`src/rtl/fir_seq_pkg.sv`:
```
// Shared types and defaults for the FIR MAC sequencer.
package fir_seq_pkg;
  localparam int FIR_N_DEF      = 41;
  localparam int FIR_DP_LAT_DEF = 2;

  typedef enum logic [2:0] {
    S_INIT,
    S_IDLE,
    S_RUN,
    S_DRAIN,
    S_HOLD
  } seq_state_e;
endpackage

```
`src/rtl/fir_seq_mod_ctr.sv`:
```
// Modulo-N up counter with enable and synchronous clear; never leaves 0..N-1.
module fir_seq_mod_ctr #(
  parameter int N = 41,
  parameter int W = (N > 1) ? $clog2(N) : 1
) (
  input  logic         clk,
  input  logic         rst_n,
  input  logic         clr,
  input  logic         en,
  output logic [W-1:0] cnt
);
  logic at_top;
  assign at_top = (cnt == W'(N - 1));

  always_ff @(posedge clk) begin
    if (!rst_n)   cnt <= '0;
    else if (clr) cnt <= '0;
    else if (en)  cnt <= at_top ? '0 : cnt + W'(1);
  end
endmodule

```
`src/rtl/fir_mac_sequencer.sv`:
```
// Control sequencer for a time-multiplexed N-tap FIR: sample RAM, coef ROM and MAC.
// Optional FIR_SEQ_PERF_EN adds a saturating input-stall counter (stall_cnt).
module fir_mac_sequencer
  import fir_seq_pkg::*;
#(
  parameter int N      = FIR_N_DEF,
  parameter int DP_LAT = FIR_DP_LAT_DEF,
  parameter int AW     = $clog2(N)
) (
  input  logic          clk,
  input  logic          rst_n,
  input  logic          in_valid,
  output logic          in_ready,
  output logic          out_valid,
  input  logic          out_ready,
  output logic          sample_we,
  output logic          sample_zero,
  output logic [AW-1:0] sample_waddr,
  output logic [AW-1:0] sample_raddr,
  output logic [AW-1:0] coef_addr,
  output logic          mac_clr,
  output logic          mac_en,
  output logic          result_load,
  output logic          busy
`ifdef FIR_SEQ_PERF_EN
  ,output logic [15:0]  stall_cnt
`endif
);
  localparam int DW = (DP_LAT > 1) ? $clog2(DP_LAT) : 1;

  seq_state_e    state, state_nx;
  logic [AW-1:0] wptr, tap, init_addr, newest;
  logic [DW-1:0] drain_cnt;
  logic          tap_last, init_last, drain_last, hs;
  logic          rdy_c, we_c, zero_c, clr_c, en_c, load_c, ov_c;
  logic [AW-1:0] waddr_c;

  assign tap_last   = (tap == AW'(N - 1));
  assign init_last  = (init_addr == AW'(N - 1));
  assign drain_last = (drain_cnt == DW'(DP_LAT - 1));

  fir_seq_mod_ctr #(.N(N), .W(AW)) u_wptr (
    .clk(clk), .rst_n(rst_n), .clr(1'b0), .en(hs), .cnt(wptr)
  );
  fir_seq_mod_ctr #(.N(N), .W(AW)) u_tap (
    .clk(clk), .rst_n(rst_n), .clr(state != S_RUN), .en(state == S_RUN), .cnt(tap)
  );
  fir_seq_mod_ctr #(.N(N), .W(AW)) u_init (
    .clk(clk), .rst_n(rst_n), .clr(state != S_INIT), .en(state == S_INIT), .cnt(init_addr)
  );
  fir_seq_mod_ctr #(.N(DP_LAT), .W(DW)) u_drain (
    .clk(clk), .rst_n(rst_n), .clr(state != S_DRAIN), .en(state == S_DRAIN), .cnt(drain_cnt)
  );

  always_ff @(posedge clk) begin
    if (!rst_n) begin
      state  <= S_INIT;
      newest <= '0;
    end else begin
      state <= state_nx;
      if (hs) newest <= wptr;
    end
  end

  always_comb begin
    state_nx = state;
    rdy_c    = 1'b0;
    we_c     = 1'b0;
    zero_c   = 1'b0;
    waddr_c  = wptr;
    clr_c    = 1'b0;
    en_c     = 1'b0;
    load_c   = 1'b0;
    ov_c     = 1'b0;
    case (state)
      S_INIT: begin
        we_c    = 1'b1;
        zero_c  = 1'b1;
        waddr_c = init_addr;
        if (init_last) state_nx = S_IDLE;
      end
      S_IDLE: begin
        rdy_c = 1'b1;
        if (in_valid) begin
          we_c     = 1'b1;
          state_nx = S_RUN;
        end
      end
      S_RUN: begin
        en_c  = 1'b1;
        clr_c = (tap == '0);
        if (tap_last) state_nx = S_DRAIN;
      end
      S_DRAIN: begin
        if (drain_last) begin
          load_c   = 1'b1;
          state_nx = S_HOLD;
        end
      end
      S_HOLD: begin
        ov_c  = 1'b1;
        rdy_c = out_ready;
        // result leaves and a new sample may enter in the same cycle
        if (out_ready) begin
          we_c     = in_valid;
          state_nx = in_valid ? S_RUN : S_IDLE;
        end
      end
      default: state_nx = S_INIT;
    endcase
  end

  assign hs = rst_n & rdy_c & in_valid;

  // Strobes are forced low while reset is held, regardless of the stale state.
  assign in_ready     = rst_n & rdy_c;
  assign out_valid    = rst_n & ov_c;
  assign sample_we    = rst_n & we_c;
  assign sample_zero  = rst_n & zero_c;
  assign mac_clr      = rst_n & clr_c;
  assign mac_en       = rst_n & en_c;
  assign result_load  = rst_n & load_c;
  assign sample_waddr = waddr_c;
  assign coef_addr    = tap;
  assign busy         = (state != S_IDLE);

  // Adding N on underflow keeps the result in 0..N-1 for any N.
  assign sample_raddr = (tap <= newest) ? (newest - tap) : (newest - tap + AW'(N));

`ifdef FIR_SEQ_PERF_EN
  always_ff @(posedge clk) begin
    if (!rst_n)
      stall_cnt <= '0;
    else if (in_valid && !in_ready && (stall_cnt != 16'hFFFF))
      stall_cnt <= stall_cnt + 16'd1;
  end
`endif
endmodule

```
`config.mk`:
```
export PLATFORM = sky130hd
export DESIGN_NAME = fir_mac_sequencer
export DESIGN_NICKNAME = d
export VERILOG_FILES = /design/src/rtl/fir_seq_pkg.sv /design/src/rtl/fir_seq_mod_ctr.sv /design/src/rtl/fir_mac_sequencer.sv
export SDC_FILE = /design/constraint.sdc
export NUM_CORES = 1
export LEC_CHECK = 0
export CORE_ASPECT_RATIO = 1.75
export CORE_MARGIN = 2
export CORE_UTILIZATION = 35
export DETAILED_ROUTE_END_ITERATION = 7
export DONT_BUFFER_PORTS = 1
export GPL_ROUTABILITY_DRIVEN = 0
export GPL_TIMING_DRIVEN = 0
export PLACE_DENSITY = 0.51
export SYNTH_ARGS = -nofsm -noshare
export SYNTH_HDL_FRONTEND = slang
export SYNTH_HIERARCHICAL = 1
export SYNTH_SLANG_ARGS = --single-unit
```
`constraint.sdc`:
```
create_clock -name clk -period 8.15 [get_ports clk]
set_clock_uncertainty 0.15 [all_clocks]
set_input_delay 2.445 -clock clk [delete_from_list [all_inputs] [get_ports clk]]
set_output_delay 2.445 -clock clk [all_outputs]
set_load 0.005 [all_outputs]
```
# Word-level counts from Yosys, hierarchy flattened
# Index checks and enable logic that the tools add are counted.
[totals] out_inout_bits=26 word_cells=67 in_bits=4 reg_bits=28
[op_classes] n_bitwise=9 n_eq_ne=15 reduce_logical=7 mux=23 n_addsub=6 magnitude_cmp=1
[ops] cell="6-bit two-way mux" count=5
[ops] cell="6-bit by 1-bit adder with 6-bit output, second input constant" count=3
[ops] cell="6-bit == test, second input constant" count=3
[ops] cell="3-bit two-way mux" count=5
[ops] cell="3-bit one-hot mux with 5 select lines" count=1
[ops] cell="2-bit != test, second input constant" count=5
[ops] cell="1-bit two-way mux" count=9
[ops] cell="1-bit bitwise AND" count=8
[ops] cell="6-bit adder, second input constant" count=1
[ops] cell="3-bit by 2-bit == test with 1-bit output, second input constant" count=2
[ops] cell="6-bit <= comparator" count=1
[ops] cell="6-bit logical NOT" count=1
[ops] cell="3-bit by 2-bit != test with 1-bit output, second input constant" count=2
[ops] cell="2-bit OR reduction" count=3
[ops] cell="6-bit subtractor" count=1
[ops] cell="5-bit AND reduction" count=1
[ops] cell="3-bit by 1-bit == test with 1-bit output, second input constant" count=1
[ops] cell="3-bit == test, second input constant" count=1
[ops] cell="3-bit logical NOT" count=1
[ops] cell="3-bit by 1-bit != test with 1-bit output, second input constant" count=1
[ops] cell="1-bit one-hot mux with 3 select lines" count=1
[ops] cell="3-bit nonzero test" count=1
[ops] cell="2-bit two-way mux" count=1
[ops] cell="1-bit one-hot mux with 2 select lines" count=1
[ops] cell="2 further kinds" count=2

# Depth between registers and ports, before layout
# Gate-level depths: netlist (run 1).
[depth] depth_word=4 ltp_mapped=9 depth_no_buf=9

# Cells and area by module
# Netlist (run 1), hierarchy kept.
[by_module_without_submodules] module="fir_mac_sequencer" area_each_um2=1062.3 instances=1 cells_each=131
[by_module_without_submodules] module="fir_seq_mod_ctr (u_init ...)" area_each_um2=284.0 instances=3 cells_each=30
[by_module_without_submodules] module="fir_seq_mod_ctr (u_drain)" area_each_um2=41.3 instances=1 cells_each=3

# Worst setup path after synthesis (run 1)
# OpenSTA, ideal clock, no wires.
[synth_path] kind="in2out" from="in out_ready" to="out sample_we" path_buffers=0 setup_slack_ns=2.288 stages=5 required_time_ns=5.555 arrival_time_ns=3.267 cell_sequence="and3b_1 -> o211a_4 -> nand2_4 -> inv_2 -> or2_1"
[synth_between] elab_chain_len=3
[synth_rtl] item="start, declared" line="fir_mac_sequencer.sv:15" source="input logic out_ready,"
[synth_rtl] item="1-bit two-way mux" line="fir_mac_sequencer.sv:104" source="if (out_ready) begin"
[synth_rtl] item="1-bit one-hot mux with 3 select lines" line="fir_mac_sequencer.sv:75" source="case (state)"
[synth_rtl] item="1-bit bitwise AND" line="fir_mac_sequencer.sv:118" source="assign sample_we = rst_n & we_c;"
[synth_rtl] item="end, declared" line="fir_mac_sequencer.sv:16" source="output logic sample_we,"
# No other way between the ends.

# Worst setup path after layout (run 1)
# Ends and elaborated chain as after synthesis.

==> results.ini, run 1 <==
[clock_network]
cts_tree=yes
hold_buffers=0
cts_buffers=3
path_clk_slew_ns=0.09
root_buffer=clkbuf_8
cts_resized=0
clkSinkCount=28
htree_levels=1
clock_latency_ns=0.27
cts_setup_buffers=0
clock_path_buffers=2

[route]
drt-initial-drc-count=39
routed_wl_um=3970
post_drt_wl_per_cell_um=13.1
antenna_left=0
drt-pass1-iter-count=4
drc=0
viasPerCell=5.00
num_vias=1520

[critical_path]
slowest_stage=o211a_4
critPathMaxFanout=7
critPathLaunchType=primary input
worst_ep_required_time_ns=5.56
critPathMaxStageDelay_ns=0.25
path_cells=and3b_1 > o211a_4 > nand2_4 > inv_2 > or2_1
worstSetupPathType=in2out
arrival_ns=3.35
cp-end-kind=output port

[placed_design]
port_buffers=0
hpwl_um=3170
dp.cells=301

[power]
peakVddDrop_mv=0.0576
sequentialPowerShare_pct=62.8
p_leak_nw=0.848
p_sw_w=0.0000475
switching_share_pct=21.3
powerDensity_mw_per_mm2=106
p_clk_share_pct=33.2
internal_power_w=0.000176
combPwrFrac_pct=4.0

[grt]
grt_overflow=0
antenna_found_initial=0
track_usage_pct=14.2
grt_max_degree=15
grt_pass1_vias=1471
grt_first_pass_wirelength_um=6780

[layout]
syn2layout_area_growth_pct=7.17
num_antenna_cells=0
finalNetCount=248
final_cells=304
drive_above_1_share_pct=10.5

[timing]
max_freq_ghz=0.168
setup_viol=0
min_period_over_period_pct=73.0
rsz0062_at_grt=false
slew_headroom_pct=38.6
tightestPinTransition_ns=0.916
finalHoldViolCount=0
setup_tns_ns=0
post-route-min-period_ns=5.95
drv_slew=0

[floorplanning]
dieArea_mm2=0.00623
rows=36
die_x_um=60.5
die_h_um=103
start_util_pct=35.6
num_io_pins=30
coreArea_mm2=0.00550

[synth]
ys_seq_elements=28
synth_edf_count=0
async_reset_ff_share_pct=0
synth_cell_types=55
syn_area_mm2=0.00196
synth-seq-area-share_pct=28.7
synthFlopType=dfxtp_1
synthesis.instances=224
post_synth.cell_area_avg_um2=8.73
yosys_warnings=6

[worst_hold_path]
hold_path_class=reg2reg

[flow_run]
drv_cap=0

[outcome]
status=finished clean

[flip-flops by register name, indices dropped and copies added, names as in the netlist]
name / flops
u_init/cnt: 6
state: 3
u_tap/cnt: 6
newest: 6
u_drain/cnt: 1
u_wptr/cnt: 6
[power groups by stage]
stage | combinational [W] | sequential, W | clock (W)
finish | 0.00000898 | 0.000140 | 0.0000741
global route | 0.0000105 | 0.000141 | 0.0000820
CTS | 0.00000918 | 0.000140 | 0.0000778
detailed placement | 0.00000909 | 0.000143 | 0
global placement | 0.00000895 | 0.000143 | 0
floorplan | 0.00000778 | 0.000143 | 0
[layout by cell type, fill, tap and decap left out, drive strengths merged, types with 2 or more instances in the layout]
cell / count
a21oi: 7
a311o: 3
and2: 2
and3: 3
and4bb: 3
buf: 3
clkbuf: 4
conb: 2
dfxtp: 28
ha: 13
inv: 24
mux2: 7
mux2i: 10
nand2: 17
nand2b: 2
nand3: 5
nand4: 7
nor2: 16
nor2b: 11
nor3: 6
nor3b: 2
nor4b: 2
o211ai: 2
o21a: 2
o21ai: 4
or3: 3
xnor2: 9
xor2: 11
[final cells by class]
cell class	count	area, µm²
plain buffers	4	25.0
clock buffers	3	41.3
fillers	596	3400
inverters	24	90.1
multi-input cells	169	1280
flip-flops and latches	28	561
well taps	76	95.1
[kinds of logic (layout without fill, tap and decap cells)]
kind of cell               Yosys count  count (layout)  share of synthesized area [%]
xor gates and xnor gates            20              20                           8.96
adders and majority gates           14              14                           9.34
DFF                                 28              28                           28.7
and+or+nand+nor                     85              85                           25.1
buffers and inverters               28              31                           5.89
AOI/OAI and AO/OA                   31              31                           12.7
other                                1               2                          0.192
muxes                               17              17                           9.15
[Yosys cell counts (all sizes together) (5+ instances only)]
master  count  area [µm²]
a21oi       7        46.3
mux2        7        78.8
ha         13         163
inv        24        90.1
nor3        6        35.0
nand4       7        43.8
nor2b      11        68.8
nand3       5        25.0
nand2      17        71.3
xnor2       9        78.8
dfxtp      28         561
mux2i      10         100
xor2       11        96.3
nor2       16        60.1
[routing by layer]
layer  up-vias  GRT usage, %  wire length (µm)
met4         0          4.01                55
met1       703          15.6              1680
met5         -             0                 0
met2        22          27.3              2130
met3         4          1.88               103
li1        791             -                 -
[final timing paths]
kind	startpoint	end	slack, ns	cells past startpoint
setup / recovery	out_ready	sample_we	2.20	5
hold / removal	newest[5]$_SDFFE_PN0P_	newest[5]$_SDFFE_PN0P_	0.38	2
setup reg to reg	state[1]$_SDFFE_PN0P_	u_init/cnt[5]$_SDFFE_PP0P_	5.86	5
hold reg to reg	newest[5]$_SDFFE_PN0P_	newest[5]$_SDFFE_PN0P_	0.38	2
[worst max-delay path: cells and delay by family]
kind	cells	cell delay [ns]
and+or+nand+nor	3	0.56
buffers and inverters	1	0.10
AOI/OAI and AO/OA	1	0.25
[metrics by stage]
stage	power, W	cell area [µm²]	worst slack (ns)	hold slack (ns)	utilization, %
floorplan	0.000151	1960	2.29	0.336	-
global placement	0.000152	2050	2.20	0.355	37.4
detailed placement	0.000153	2050	2.20	0.366	37.4
CTS	0.000227	2100	2.20	0.388	38.1
global route	0.000233	2100	2.17	0.407	38.1
finish	0.000223	2100	2.20	0.377	38.1
Power figures use the tool's default switching activity.
==> run 2: changes to the inputs <==
==> constraint.sdc (replaced) <==
create_clock -name clk -period 5.8 [get_ports clk]
set_clock_uncertainty 0.15 [all_clocks]
set_input_delay 1.74 -clock clk [delete_from_list [all_inputs] [get_ports clk]]
set_output_delay 1.74 -clock clk [all_outputs]
set_load 0.005 [all_outputs]
==> results of run 2 <==
The final DEF is identical to that of run 1. Status: finished clean.
Main changes from that run: setup slack after placement 2.20 ns -> 1.26 ns; setup slack after layout 2.20 ns -> 1.26 ns; register-to-register setup slack 5.86 ns -> 3.51 ns; total power 0.000223 W -> 0.000314 W; worst IR drop on VDD 0.0576 mV -> 0.0810 mV
==> run 3: changes to the inputs <==
==> constraint.sdc (replaced) <==
create_clock -name clk -period 4.61 [get_ports clk]
set_clock_uncertainty 0.15 [all_clocks]
set_input_delay 1.383 -clock clk [delete_from_list [all_inputs] [get_ports clk]]
set_output_delay 1.383 -clock clk [all_outputs]
set_load 0.005 [all_outputs]
==> results of run 3 <==
The final DEF is identical to that of run 1. Status: finished clean.
Main changes from that run: setup slack after placement 2.20 ns -> 0.783 ns; setup slack after layout 2.20 ns -> 0.662 ns; start point of the critical path out_ready -> u_tap/cnt[0]$_SDFFE_PP0P_; end point of the critical path sample_we -> sample_raddr[5]; register-to-register setup slack 5.86 ns -> 2.32 ns; total power 0.000223 W -> 0.000395 W; worst IR drop on VDD 0.0576 mV -> 0.102 mV
